==> config.mk <==
export PLATFORM = sky130hd
export DESIGN_NAME = aes_pkcs7_block_packer
export DESIGN_NICKNAME = d
export VERILOG_FILES = /design/src/rtl/aes_pkcs7_block_packer.sv
export SDC_FILE = /design/constraint.sdc
export NUM_CORES = 1
export LEC_CHECK = 0
export CAP_MARGIN = 20
export CORE_MARGIN = 5
export CORE_UTILIZATION = 55
export CTS_CLUSTER_SIZE = 28
export DETAILED_ROUTE_END_ITERATION = 16
export PLACE_DENSITY = 0.95
export SLEW_MARGIN = 20
export SYNTH_ARGS = -nofsm -noshare
export SYNTH_HDL_FRONTEND = slang
export SYNTH_SLANG_ARGS = --single-unit
==> constraint.sdc <==
create_clock -name clk -period 6.92 [get_ports clk]
set_input_delay 0.692 -clock clk [delete_from_list [all_inputs] [get_ports clk]]
set_output_delay 0.692 -clock clk [all_outputs]
set_load 0.02 [all_outputs]
==> src/rtl/aes_pkcs7_block_packer.sv <==
// aes_pkcs7_block_packer: packs a byte stream into 128-bit AES plaintext blocks with PKCS#7 padding
// First byte lands in [127:120]; one block buffer, so input stalls while a block is on offer.
module aes_pkcs7_block_packer #(
    parameter bit PAD_EN = 1'b1,
    parameter int CNT_W  = 16
) (
    input  logic             clk,
    input  logic             rst,
    input  logic [7:0]       in_data,
    input  logic             in_valid,
    input  logic             in_last,
    output logic             in_ready,
    output logic [127:0]     blk_data,
    output logic             blk_valid,
    input  logic             blk_ready,
    output logic             blk_last,
    output logic [CNT_W-1:0] blk_index
);
    typedef enum logic {FILL, EMIT} state_t;
    state_t             state_q, state_d;
    logic [4:0]         cnt_q, cnt_d, n;
    logic [127:0]       data_q, data_d;
    logic               last_q, last_d, pad_q, pad_d, rdy_q, acc, full;
    logic [CNT_W-1:0]   idx_q, idx_d;
    logic [7:0]         fill_byte;

    always_comb begin
        state_d   = state_q;
        cnt_d     = cnt_q;
        data_d    = data_q;
        last_d    = last_q;
        pad_d     = pad_q;
        idx_d     = idx_q;
        n         = cnt_q + 5'd1;
        full      = n == 5'd16;
        fill_byte = PAD_EN ? {3'b000, 5'd16 - n} : 8'h00;
        acc       = rdy_q && in_valid;
        if (acc) begin
            cnt_d = n;
            for (int i = 0; i < 16; i++)
                if (5'(i) == cnt_q)
                    data_d[8*(15-i) +: 8] = in_data;
                else if (in_last && 5'(i) > cnt_q)
                    data_d[8*(15-i) +: 8] = fill_byte;
            if (full || in_last) begin
                state_d = EMIT;
                // a full final block under PKCS#7 still owes a whole pad block
                last_d  = in_last && !(full && PAD_EN);
                pad_d   = in_last && full && PAD_EN;
            end
        end else if (state_q == EMIT && blk_ready) begin
            if (pad_q) begin
                data_d = {16{8'h10}};
                last_d = 1'b1;
                pad_d  = 1'b0;
                idx_d  = idx_q + CNT_W'(1);
            end else begin
                state_d = FILL;
                cnt_d   = 5'd0;
                last_d  = 1'b0;
                idx_d   = last_q ? '0 : idx_q + CNT_W'(1);
            end
        end
    end

    always_ff @(posedge clk or posedge rst) begin
        if (rst) begin
            state_q <= FILL;
            cnt_q   <= 5'd0;
            data_q  <= '0;
            last_q  <= 1'b0;
            pad_q   <= 1'b0;
            idx_q   <= '0;
            rdy_q   <= 1'b0;
        end else begin
            state_q <= state_d;
            cnt_q   <= cnt_d;
            data_q  <= data_d;
            last_q  <= last_d;
            pad_q   <= pad_d;
            idx_q   <= idx_d;
            rdy_q   <= state_d == FILL;
        end
    end

    assign in_ready  = rdy_q;
    assign blk_valid = state_q == EMIT;
    assign blk_data  = data_q;
    assign blk_last  = last_q;
    assign blk_index = idx_q;
endmodule

Word-level counts from Yosys, hierarchy flattened
Cells that the tools add are included.
{ "op_classes": {"addsub": 3, "magnitude_cmp": 16, "n_eq_ne": 34, "n_mux": 51, "bitwise": 2, "reduce_logical": 44} }
{ "op_table": {"columns": ["op", "count"], "rows": [
  ["2-to-1 mux 128 bit", 3],
  ["2-to-1 mux 8 bit", 32],
  ["!= test 3 x 1 -> 1 bit (second input constant)", 16],
  ["AND reduction 3 bit", 16],
  ["== test 4 x 5 -> 1 bit (first input constant)", 8],
  ["greater-than comparator 4 x 5 -> 1 bit (first input constant)", 8],
  ["2-to-1 mux 16 bit", 2],
  ["== test 3 x 5 -> 1 bit (first input constant)", 4],
  ["greater-than comparator 3 x 5 -> 1 bit (first input constant)", 4],
  ["logical AND 1 bit", 20],
  ["adder 16 x 1 -> 16 bit (second input constant)", 1],
  ["2-to-1 mux 5 bit", 3],
  ["2-to-1 mux 1 bit", 11],
  ["== test 2 x 5 -> 1 bit (first input constant)", 2],
  ["greater-than comparator 1 x 5 -> 1 bit (first input constant)", 2],
  ["greater-than comparator 2 x 5 -> 1 bit (first input constant)", 2],
  ["AND reduction 2 bit", 3],
  ["adder 5 x 1 -> 5 bit (second input constant)", 1],
  ["== test 1 x 5 -> 1 bit (first input constant)", 1],
  ["== test 5 bit (second input constant)", 1],
  ["logical NOT 5 bit", 1],
  ["subtractor 5 bit (first input constant)", 1],
  ["!= test 2 x 1 -> 1 bit (second input constant)", 2],
  ["nonzero test 2 bit", 2],
  ["other kinds (3)", 4]
]} }
{ "word_totals": {"register_bits": 153, "input_bits": 13, "output_inout_bits": 147, "elab_cells": 172} }

Logic depth before layout (Yosys ltp)
Gate-level depths: netlist (run 1).
{ "logic_depth": {"ltp_word": 6, "mapped_depth": 12, "mapped_depth_nobuf": 9} }

Worst setup path before layout (run 1)
OpenSTA, ideal clock, no wires.
{ "synth_timing": {"path_type": "flip-flop to flip-flop", "start": "register cnt_q[3]", "end": "register data_q[52], in the netlist blk_data[52]", "setup_time_ns": 0.077, "t_arrival_ns": 2.194, "t_required_ns": 6.843, "path_slack_ns": 4.649, "stages_incl_launch_ff": 12, "n_path_buf": 4, "synth_period_minus_slack_ns": 2.271, "path_cell_list": "dfrtp_1 buf_4 buf_4 buf_4 xor2_1 a31oi_1 nor2b_1 ha_1 clkbuf_1 nand3b_1 o21ai_0 a21oi_1"} }
{ "synth_via": {"elab_chain_len": 5, "word_cells_on_any_way": 10, "classes_between": "add/sub (2); order compare (1); eq/ne (2); mux (3); reduce/logical (2)"} }
{ "synth_rtl": {"columns": ["item", "line", "text"], "rows": [
  ["start: declaration", "21", "logic [4:0] cnt_q, cnt_d, n;"],
  ["start signal: assignment", "77", "cnt_q <= cnt_d;"],
  ["adder 5 x 1 -> 5 bit", "34", "n = cnt_q + 5'd1;"],
  ["subtractor 5 bit", "36", "fill_byte = PAD_EN ? {3'b000, 5'd16 - n} : 8'h00;"],
  ["2-to-1 mux 8 bit", "43", "else if (in_last && 5'(i) > cnt_q)"],
  ["2-to-1 mux 8 bit", "41", "if (5'(i) == cnt_q)"],
  ["2-to-1 mux 128 bit", "38", "if (acc) begin"],
  ["end signal: assignment", "78", "data_q <= data_d;"],
  ["end: declaration", "22", "logic [127:0] data_q, data_d;"]
]} }
Several ways; a longest one is shown, not always the timed one. The select of a mux whose other input is x is not followed.
A chain may end at the register's enable or synchronous reset.

Worst setup path in the final report (run 1)
{ "layout_timing": {"start": "register cnt_q[1]", "end": "register data_q[70], in the netlist blk_data[70]"} }
{ "layout_via": {"elab_chain_len": 4, "word_cells_on_any_way": 7, "classes_between": "order compare (1); eq/ne (2); mux (2); reduce/logical (2)"} }
{ "layout_rtl": {"columns": ["item", "line"], "rows": [
  ["greater-than comparator 3 x 5 -> 1 bit", "43"],
  ["logical AND 1 bit", "43"],
  ["!= test 3 x 1 -> 1 bit (no source line)", null],
  ["AND reduction 3 bit (no source line)", null]
]} }
Several ways; a longest one is shown, not always the timed one.

==> impl_metrics.env, run 1 <==
export IMPL_viasPerCell=6.23
export IMPL_cts_max_level=4
export IMPL_rsz0062_at_grt="no"
export IMPL_async_flop_share_pct=100
export IMPL_slew_violations=0
export IMPL_vias=6874
export IMPL_grt_overflow_total=0
export IMPL_power_frac_seq_pct=32.5
export IMPL_path_max_fanout=22
export IMPL_fin_crit_ns=3.12
export IMPL_fin_nets=935
export IMPL_hold_viol=0
export IMPL_drc=0
export IMPL_yosysMostFrequentCell="dfrtp_1"
export IMPL_grt_max_degree=99
export IMPL_max_freq_ghz=0.321
export IMPL_internal_power_mw=2.51
export IMPL_p_leak_nw=4.26
export IMPL_timing_final_setup_violations=0
export IMPL_netlist_instances=790
export IMPL_cts_tree="done"
export IMPL_cts_setup_buffers=0
export IMPL_post_synth_top_area_cell="dfrtp_1"
export IMPL_clkSlewWorstSetupHoldPaths_ns=0.06
export IMPL_hpwlAfterDp_microns=14800
export IMPL_portBuffers=159
export IMPL_cts_resized=0
export IMPL_p_switching_mw=1.58
export IMPL_synth_edf_count=0
export IMPL_yosysTopAreaCellShare_pct=50.7
export IMPL_grt_pass1_vias=6673
export IMPL_synth_avg_cell_area_sq_um=9.56
export IMPL_syn2layout_area_growth_pct=29.0
export IMPL_ys_warnings_count=0
export IMPL_pin_count=160
export IMPL_ir_worst_vdd_mv=0.285
export IMPL_insertion_delay_ns=0.43
export IMPL_drt_iter0_drc=843
export IMPL_cts_root_buf="clkbuf_16"
export IMPL_ant_nets=0
export IMPL_ctsHoldBuffers=0
export IMPL_gp_congestion=0.873
export IMPL_num_antenna_cells=0
export IMPL_synthDistinctLibCells=69
export IMPL_dr_pass1_iters=6
export IMPL_start_util_pct=56.6
export IMPL_routed_wl_microns=22500
export IMPL_die_x_microns=127
export IMPL_grt_util_all_layers_pct=28.4
export IMPL_ys_flop_type="dfrtp_1"
export IMPL_clock_skew_ns=0.00696
export IMPL_outcome="finished clean"
export IMPL_finalSetupTns_ns=0
export IMPL_power_frac_comb_pct=43.4
export IMPL_period_share_pct=45.1
export IMPL_core_area_sq_um=13300
export IMPL_worstSetupPathType="flop to flop"
export IMPL_power_frac_clock_pct=24.1
export IMPL_die_h_microns=127
export IMPL_critPathRequiredTime_ns=7.24
export IMPL_critPathCaptureType="flop"
export IMPL_cts_buffers=17
export IMPL_synthTopCellsByArea="dfrtp_1 51%, nand2_1 7.3%, o21ai_0 6.4%, mux2i_1 3.7%, a21oi_1 2.3%"
export IMPL_rows=42
export IMPL_slew_limit_headroom_pct=31.1
export IMPL_hold_path_class="flop to flop"
export IMPL_seq_area_frac_synth_pct=50.7
export IMPL_synthTopCellsByCount="153 x dfrtp_1, 146 x nand2_1, 97 x o21ai_0"
export IMPL_grt_pass1_wl_microns=36200
export IMPL_max_cap_viol_count=0
export IMPL_die_area_sq_um=16200
export IMPL_cts_buffer_depth=2
export IMPL_drive_gt1_share_pct=7.33
export IMPL_netlist_area_sq_um=7550
export IMPL_start_kind="flop"
export IMPL_antenna_found_initial=0
export IMPL_power_density_nw_per_um2=419
export IMPL_clock_sinks=153
export IMPL_critPathArrivalTime_ns=3.44
export IMPL_ys_ff_latch=153
export IMPL_switching_share_pct=38.6
export IMPL_wire_per_inst_microns=20.4
export IMPL_tightest_slew_ns=1.03
export IMPL_final_util_pct=73.0
export IMPL_synth_nets=809
[cells by family after synthesis]
family | count (synthesis) | synth area share, %
flops | 153 | 50.7
fa+ha+maj | 6 | 0.994
simple gates | 279 | 17.5
xor+xnor | 12 | 1.49
mux | 37 | 5.05
compound gates | 231 | 19.7
buf+inv | 72 | 4.60
[power by group through the flow]
stage / logic (mW) / clock network, mW / registers, mW
after floorplan: 0.773 / 0 / 1.57
after global placement: 1.71 / 0 / 1.32
after detailed placement: 1.76 / 0 / 1.33
after CTS: 1.77 / 0.988 / 1.32
after global routing: 1.90 / 1.03 / 1.36
final: 1.77 / 0.985 / 1.33
[registers in the layout (all words and copies together), names as in the netlist]
name and flops:
in_ready 1, pad_q 1, cnt_q 5, blk_last 1, blk_valid 1, blk_index 16
blk_data 128
[per-layer routing]
layer	GRT usage, %	share of wire [%]	vias up	routed length (microns)
li1	-	-	3049	-
met1	38.4	40	3376	9070
met3	8.26	10	65	2310
met4	10.4	2.4	0	531
met5	0	0	-	0
met2	43.8	47	384	10600
[stage by stage]
step           worst slack, ns  instances  power [mW]  cell area (sq um)  hold WS (ns)
6_report                  3.80       1104        4.09               9750         0.476
5_1_grt                   3.62       1104        4.28               9750         0.505
4_1_cts                   3.87       1104        4.08               9750         0.478
3_5_place_dp              3.43       1073        3.09               9130         0.465
3_3_place_gp              3.62       1073        3.03               9130         0.458
2_1_floorplan             2.11        790        2.34               7550         0.574
[placed cells by master (no fill, tap or decap), types with 5 or more instances in the layout]
| cell | synthesis | routed |
|---|---|---|
| nand2_1 | 146 | 146 |
| mux2i_1 | 28 | 28 |
| nand3b_1 | 6 | 6 |
| clkdlybuf4s50_1 | 0 | 159 |
| nand4_1 | 5 | 5 |
| nor2b_1 | 9 | 9 |
| nand3_1 | 19 | 19 |
| xor2_1 | 5 | 5 |
| nand2b_1 | 6 | 6 |
| a21o_1 | 8 | 8 |
| xnor2_1 | 6 | 6 |
| clkbuf_16 | 0 | 17 |
| dfrtp_1 | 153 | 153 |
| a21oi_1 | 34 | 34 |
| buf_4 | 8 | 7 |
| mux2_2 | 9 | 9 |
| a31oi_1 | 8 | 8 |
| o211ai_1 | 8 | 8 |
| ha_1 | 6 | 6 |
| o31ai_1 | 18 | 18 |
| or3_1 | 10 | 10 |
| o31ai_2 | 5 | 5 |
| and2_1 | 6 | 5 |
| inv_1 | 12 | 11 |
| nor2_1 | 42 | 42 |
| o21ai_0 | 97 | 96 |
| nor3_1 | 10 | 10 |
| o2bb2ai_1 | 9 | 9 |
| a32o_1 | 6 | 6 |
[cell type report]
| type | instances | area, sq um |
|---|---|---|
| inverters | 13 | 53.8 |
| flip-flops and latches | 153 | 3830 |
| clock inverters | 8 | 143 |
| clock buffers | 23 | 478 |
| repair buffers | 166 | 1640 |
| well taps | 176 | 220 |
| multi-input cells | 565 | 3380 |
| fillers | 968 | 3600 |
[worst paths after layout]
check	from	end	slack, ns	cells after the start
setup / recovery	cnt_q[1]	blk_data[70]	3.80	4
hold / removal	blk_data[24]	blk_data[24]	0.48	2
setup reg to reg	cnt_q[1]	blk_data[70]	3.80	4
hold reg to reg	blk_data[24]	blk_data[24]	0.48	2
max in group asynchronous	rst	blk_data[114]	4.89	3
min in group asynchronous	rst	blk_index[13]	0.81	2
[critical path: stages, from the launching register on]
cell and delay (ns):
dfrtp_1 0.83, ha_1 0.54, nor3b_2 0.87, o21ai_1 0.44, a32o_1 0.32
(Power assumes the default switching activity.)
==> run 2: changes to the inputs <==
--- a/config.mk
+++ b/config.mk
@@ -7,10 +7,10 @@
 export LEC_CHECK = 0
 export CAP_MARGIN = 20
 export CORE_MARGIN = 5
-export CORE_UTILIZATION = 55
+export CORE_UTILIZATION = 51
 export CTS_CLUSTER_SIZE = 28
 export DETAILED_ROUTE_END_ITERATION = 16
-export PLACE_DENSITY = 0.95
+export PLACE_DENSITY = 0.92
 export SLEW_MARGIN = 20
 export SYNTH_ARGS = -nofsm -noshare
 export SYNTH_HDL_FRONTEND = slang
==> constraint.sdc (replaced) <==
create_clock -name clk -period 3.1 [get_ports clk]
set_input_delay 0.31 -clock clk [delete_from_list [all_inputs] [get_ports clk]]
set_output_delay 0.31 -clock clk [all_outputs]
set_load 0.02 [all_outputs]
==> run 2 against run 1 <==
Register-to-register slack got worse by 3.4 ns. Clock-buffer cell count down 1. Wire length rose by 2.3%. Cell count grew 2.6%. Total power increased by 130%. Critical path depth rose by 4. Flip-flop and latch count stayed put. Critical path type unchanged. Largest power group unchanged.
==> impl_metrics.env, run 2 (synthesized netlist as in run 1, its figures left out) <==
export IMPL_outcome="finished clean"
export IMPL_routed_wl_microns=23000
export IMPL_final_util_pct=68.5
export IMPL_finalSetupTns_ns=0
export IMPL_cts_resized=0
export IMPL_stdcell_count=1133
export IMPL_grtUsageMet1_pct=34.9
export IMPL_internal_power_mw=5.74
export IMPL_rsz0062_at_grt="no"
export IMPL_use_met3_pct=7.00
export IMPL_ctsHoldBuffers=0
export IMPL_start_util_pct=52.0
export IMPL_max_freq_ghz=0.366
export IMPL_drive_gt1_share_pct=9.69
export IMPL_grt_pass1_vias=6925
export IMPL_power_frac_comb_pct=44.0
export IMPL_drc=0
export IMPL_period_share_pct=88.1
export IMPL_grt_pass1_wl_microns=37300
export IMPL_p_switching_mw=3.58
export IMPL_cts_tree="done"
export IMPL_critPathRequiredTime_ns=3.43
export IMPL_portBuffers=159
export IMPL_ir_worst_vdd_mv=0.589
export IMPL_final_common_cell="clkdlybuf4s50_1"
export IMPL_die_x_microns=132
export IMPL_dp_cells=1101
export IMPL_whs_ns=0.476
export IMPL_grt_max_degree=154
export IMPL_tightest_slew_ns=1.06
export IMPL_grt_overflow_total=0
export IMPL_num_antenna_cells=0
export IMPL_syn2layout_area_growth_pct=31.8
export IMPL_grt_met2_usage_pct=42.5
export IMPL_hold_path_class="input port to asynchronous set/reset pin"
export IMPL_viasPerCell=6.08
export IMPL_start_kind="flop"
export IMPL_clock_sinks=153
export IMPL_wire_per_inst_microns=20.3
export IMPL_drt_iter0_drc=784
export IMPL_power_frac_clock_pct=24.5
export IMPL_r2r_slack_ns=0.37
export IMPL_cts_setup_buffers=0
export IMPL_die_h_microns=132
export IMPL_grt_util_all_layers_pct=26.5
export IMPL_slew_limit_headroom_pct=28.7
export IMPL_antenna_found_initial=0
export IMPL_timing_final_setup_violations=0
export IMPL_hold_viol=0
export IMPL_power_frac_seq_pct=31.5
export IMPL_clock_skew_ns=0.00711
export IMPL_layout_common_cells="159 x clkdlybuf4s50_1, 153 x dfrtp_1, 146 x nand2_1"
export IMPL_design_area_sq_um=9950
export IMPL_largest_register_ffs=128
export IMPL_cts_buffer_depth=2
export IMPL_dr_pass1_iters=5
export IMPL_gp_congestion=0.907
export IMPL_cts_max_level=4
export IMPL_worstSetupPathType="flop to flop"
export IMPL_fin_nets=955
export IMPL_busiest_layer="met2"
export IMPL_slew_violations=0
export IMPL_vias=6893
export IMPL_rows=44
export IMPL_power_density_nw_per_um2=936
export IMPL_dpl_cell_area_sq_um=9300
export IMPL_critPathCaptureType="flop"
export IMPL_max_cap_viol_count=0
export IMPL_pin_count=160
export IMPL_switching_share_pct=38.4
export IMPL_path_max_fanout=16
export IMPL_core_area_sq_um=14500
export IMPL_p_leak_nw=4.37
export IMPL_cts_buffers=17
export IMPL_clkSlewWorstSetupHoldPaths_ns=0.06
export IMPL_cts_root_buf="clkbuf_16"
export IMPL_ant_nets=0
export IMPL_hpwlAfterDp_microns=15500
export IMPL_critPathArrivalTime_ns=3.07
export IMPL_die_area_sq_um=17300
export IMPL_insertion_delay_ns=0.43
export IMPL_fin_crit_ns=2.73
## run 2: final cells by class
cell class / count / area [sq um]
fill: 1139 / 4580
sequential: 153 / 3830
multi-input combinational: 565 / 3380
timing repair buffer: 186 / 1810
clock buffer: 22 / 494
tap: 184 / 230
clock inverter: 10 / 163
inverter: 13 / 52.6
## run 2: power by group through the flow
stage               Sequential (mW)  Combinational [mW]  Clock [mW]
global route                   3.00                4.40        2.40
detailed placement             2.94                4.07           0
CTS                            2.92                4.10        2.31
finish                         2.93                4.10        2.28
floorplan                      3.51                1.73           0
global placement               2.92                3.97           0
## run 2: metrics by stage
step / setup slack, ns / total power [mW]
4_1_cts: 0.394 / 9.33
3_5_place_dp: 0.446 / 7.01
6_report: 0.367 / 9.32
3_3_place_gp: 0.555 / 6.89
2_1_floorplan: 0.829 / 5.23
5_1_grt: 0.156 / 9.79
## run 2: path summary, 6_finish.rpt
path / start / to / cells after the start
worst max register to register: cnt_q[1] / blk_data[36] / 8
max in group asynchronous: rst / blk_data[0] / 3
min in group clk: blk_data[119] / blk_data[119] / 2
worst max-delay path: cnt_q[1] / blk_data[36] / 8
worst min-delay path: rst / blk_data[117] / 3
worst min register to register: blk_data[119] / blk_data[119] / 2
## run 2: critical path: stages (launching register included)
cell and delay [ns]:
dfrtp_1 0.60, ha_1 0.49, nor3_1 0.11, a31oi_1 0.15, nor2b_1 0.07, ha_1 0.71
mux2_2 0.28, nor2_1 0.04, a21oi_1 0.18
## run 2: per-layer routing
| metal | routed length [microns] | vias up |
|---|---|---|
| met3 | 2020 | 53 |
| li1 | - | 3104 |
| met5 | 0 | - |
| met2 | 11000 | 360 |
| met4 | 620 | 0 |
| met1 | 9400 | 3376 |
==> run 3: changes to the inputs <==
--- a/config.mk
+++ b/config.mk
@@ -6,8 +6,8 @@
 export NUM_CORES = 1
 export LEC_CHECK = 0
 export CAP_MARGIN = 20
-export CORE_MARGIN = 5
 export CORE_UTILIZATION = 51
+export CTS_BUF_LIST = sky130_fd_sc_hd__clkbuf_4 sky130_fd_sc_hd__clkbuf_8 sky130_fd_sc_hd__clkbuf_16
 export CTS_CLUSTER_SIZE = 28
 export DETAILED_ROUTE_END_ITERATION = 16
 export PLACE_DENSITY = 0.92
==> run 3 against run 2 <==
Sequential power hardly changed. Clock power shrank 9.2%. Via count down 0.49%. Sequential share of layout area is 0.15 points higher. Clock-buffer cell count down 1. Flip-flop and latch count did not move. Non-clock buffer count increased by 4. Total power decreased by 2.4%. Wire length decreased by 3.1%.
==> impl_metrics.env, run 3 (synthesized netlist as in run 1, its figures left out) <==
export IMPL_cts_resized=0
export IMPL_cts_setup_buffers=0
export IMPL_layout_common_cells="159 x clkdlybuf4s50_1, 153 x dfrtp_1, 146 x nand2_1"
export IMPL_vias=6859
export IMPL_hpwlAfterDp_microns=15000
export IMPL_hold_viol=0
export IMPL_max_cap_viol_count=0
export IMPL_gp_congestion=0.955
export IMPL_design_area_sq_um=9920
export IMPL_pin_count=160
export IMPL_critPathRequiredTime_ns=3.42
export IMPL_largest_register_ffs=128
export IMPL_grt_pass1_wl_microns=34900
export IMPL_wire_per_inst_microns=19.6
export IMPL_drt_iter0_drc=676
export IMPL_portBuffers=159
export IMPL_grt_util_all_layers_pct=30.5
export IMPL_path_cells="buf_4 > inv_1 > ha_1 > or3_1 > o2111ai_1 > o311a_1 > nand2_1 > o221ai_1"
export IMPL_final_common_cell="clkdlybuf4s50_1"
export IMPL_clock_sinks=153
export IMPL_critPathTopFamily="compound AO/OA/AOI/OAI gates"
export IMPL_slew_violations=0
export IMPL_crit_start="cnt_q[1]"
export IMPL_ir_worst_vdd_mv=0.615
export IMPL_cts_root_buf="clkbuf_16"
export IMPL_die_h_microns=124
export IMPL_num_antenna_cells=0
export IMPL_rsz0062_at_grt="no"
export IMPL_r2r_slack_ns=0.50
export IMPL_syn2layout_area_growth_pct=31.3
export IMPL_stdcell_count=1137
export IMPL_r2r_start="cnt_q[1]"
export IMPL_power_density_nw_per_um2=917
export IMPL_critPathMaxStageDelay_ns=0.46
export IMPL_clock_skew_ns=0.00665
export IMPL_fin_crit_ns=2.60
export IMPL_core_area_sq_um=14500
export IMPL_ant_nets=0
export IMPL_path_max_fanout=21
export IMPL_timing_final_setup_violations=0
export IMPL_hold_path_class="input port to asynchronous set/reset pin"
export IMPL_start_kind="flop"
export IMPL_dpl_cell_area_sq_um=9330
export IMPL_grt_overflow_total=0
export IMPL_antenna_found_initial=0
export IMPL_path_buf_inv=2
export IMPL_ctsHoldBuffers=0
export IMPL_dp_cells=1105
export IMPL_total_power_mw=9.10
export IMPL_grt_max_degree=119
export IMPL_cts_buffers=17
export IMPL_fin_nets=959
export IMPL_clkSlewWorstSetupHoldPaths_ns=0.06
export IMPL_outcome="finished clean"
export IMPL_rows=44
export IMPL_r2r_end="blk_data[27]"
export IMPL_critPathCaptureType="flop"
export IMPL_routed_wl_microns=22300
export IMPL_cts_tree="done"
export IMPL_endpoint="blk_data[27]"
export IMPL_die_area_sq_um=15300
export IMPL_insertion_delay_ns=0.43
export IMPL_grt_pass1_vias=6507
export IMPL_tightest_slew_ns=0.886
export IMPL_p_leak_nw=4.36
export IMPL_critPathSlowestCell="o311a_1"
export IMPL_cts_buffer_depth=2
export IMPL_cp_depth=8
export IMPL_viasPerCell=6.03
export IMPL_start_util_pct=52.2
export IMPL_critPathArrivalTime_ns=2.93
export IMPL_dr_pass1_iters=6
export IMPL_worstSetupPathType="flop to flop"
export IMPL_period_share_pct=83.9
export IMPL_drc=0
export IMPL_cts_max_level=4
export IMPL_rr_worst_depth=8
export IMPL_slew_limit_headroom_pct=40.7
export IMPL_drive_gt1_share_pct=10.1
export IMPL_die_x_microns=124
export IMPL_finalSetupTns_ns=0
export IMPL_max_freq_ghz=0.385
-- run 3: cell count changes in the layout (fill, tap and decap cells not counted) --
cell / change
clkbuf_4: +2
buf_4: +4
o21ai_0: -1
clkinv_2: +2
clkbuf_8: -3
clkinv_4: +1
o21ai_1: +1
bufinv_16: -2
-- run 3: worst min-delay path by stage --
stage	from	end	slack, ns
6_report	rst	blk_index[11]	0.21
5_1_grt	rst	blk_index[14]	0.24
4_1_cts	rst	blk_index[8]	0.21
3_5_place_dp	blk_data[28]	blk_data[28]	0.47
3_3_place_gp	blk_data[74]	blk_data[74]	0.46
2_1_floorplan	in_data[5]	blk_data[69]	0.47
-- run 3: through the flow --
| stage | hold slack (ns) | setup WS [ns] | utilization (%) |
|---|---|---|---|
| global route | 0.239 | 0.364 | 68.5 |
| detailed placement | 0.466 | 0.444 | 64.4 |
| global placement | 0.461 | 0.540 | 64.4 |
| finish | 0.208 | 0.500 | 68.5 |
| CTS | 0.212 | 0.549 | 68.5 |
| floorplan | 0.472 | 0.829 | - |
-- run 3: per-layer routing --
layer / track usage [%] / vias up / share of wire (%)
li1: - / 3094 / -
met1: 40.5 / 3346 / 42
met2: 47.0 / 351 / 46
met3: 8.01 / 68 / 9.1
met4: 13.3 / 0 / 3.0
met5: 0 / - / 0
-- run 3: layout make-up --
type | count | area (sq um)
Sequential cell | 153 | 3830
Clock buffer | 21 | 468
Multi-Input combinational cell | 565 | 3380
Inverter | 13 | 52.6
Timing Repair Buffer | 190 | 1840
Clock inverter | 11 | 121
Tap cell | 184 | 230
Fill cell | 1104 | 4560
-- run 3: power breakdown --
part	internal, mW	total, mW	switching [mW]
combinational	1.75	4.12	2.37
sequential	2.54	2.91	0.367
clock	1.24	2.07	0.829
total	5.53	9.10	3.56
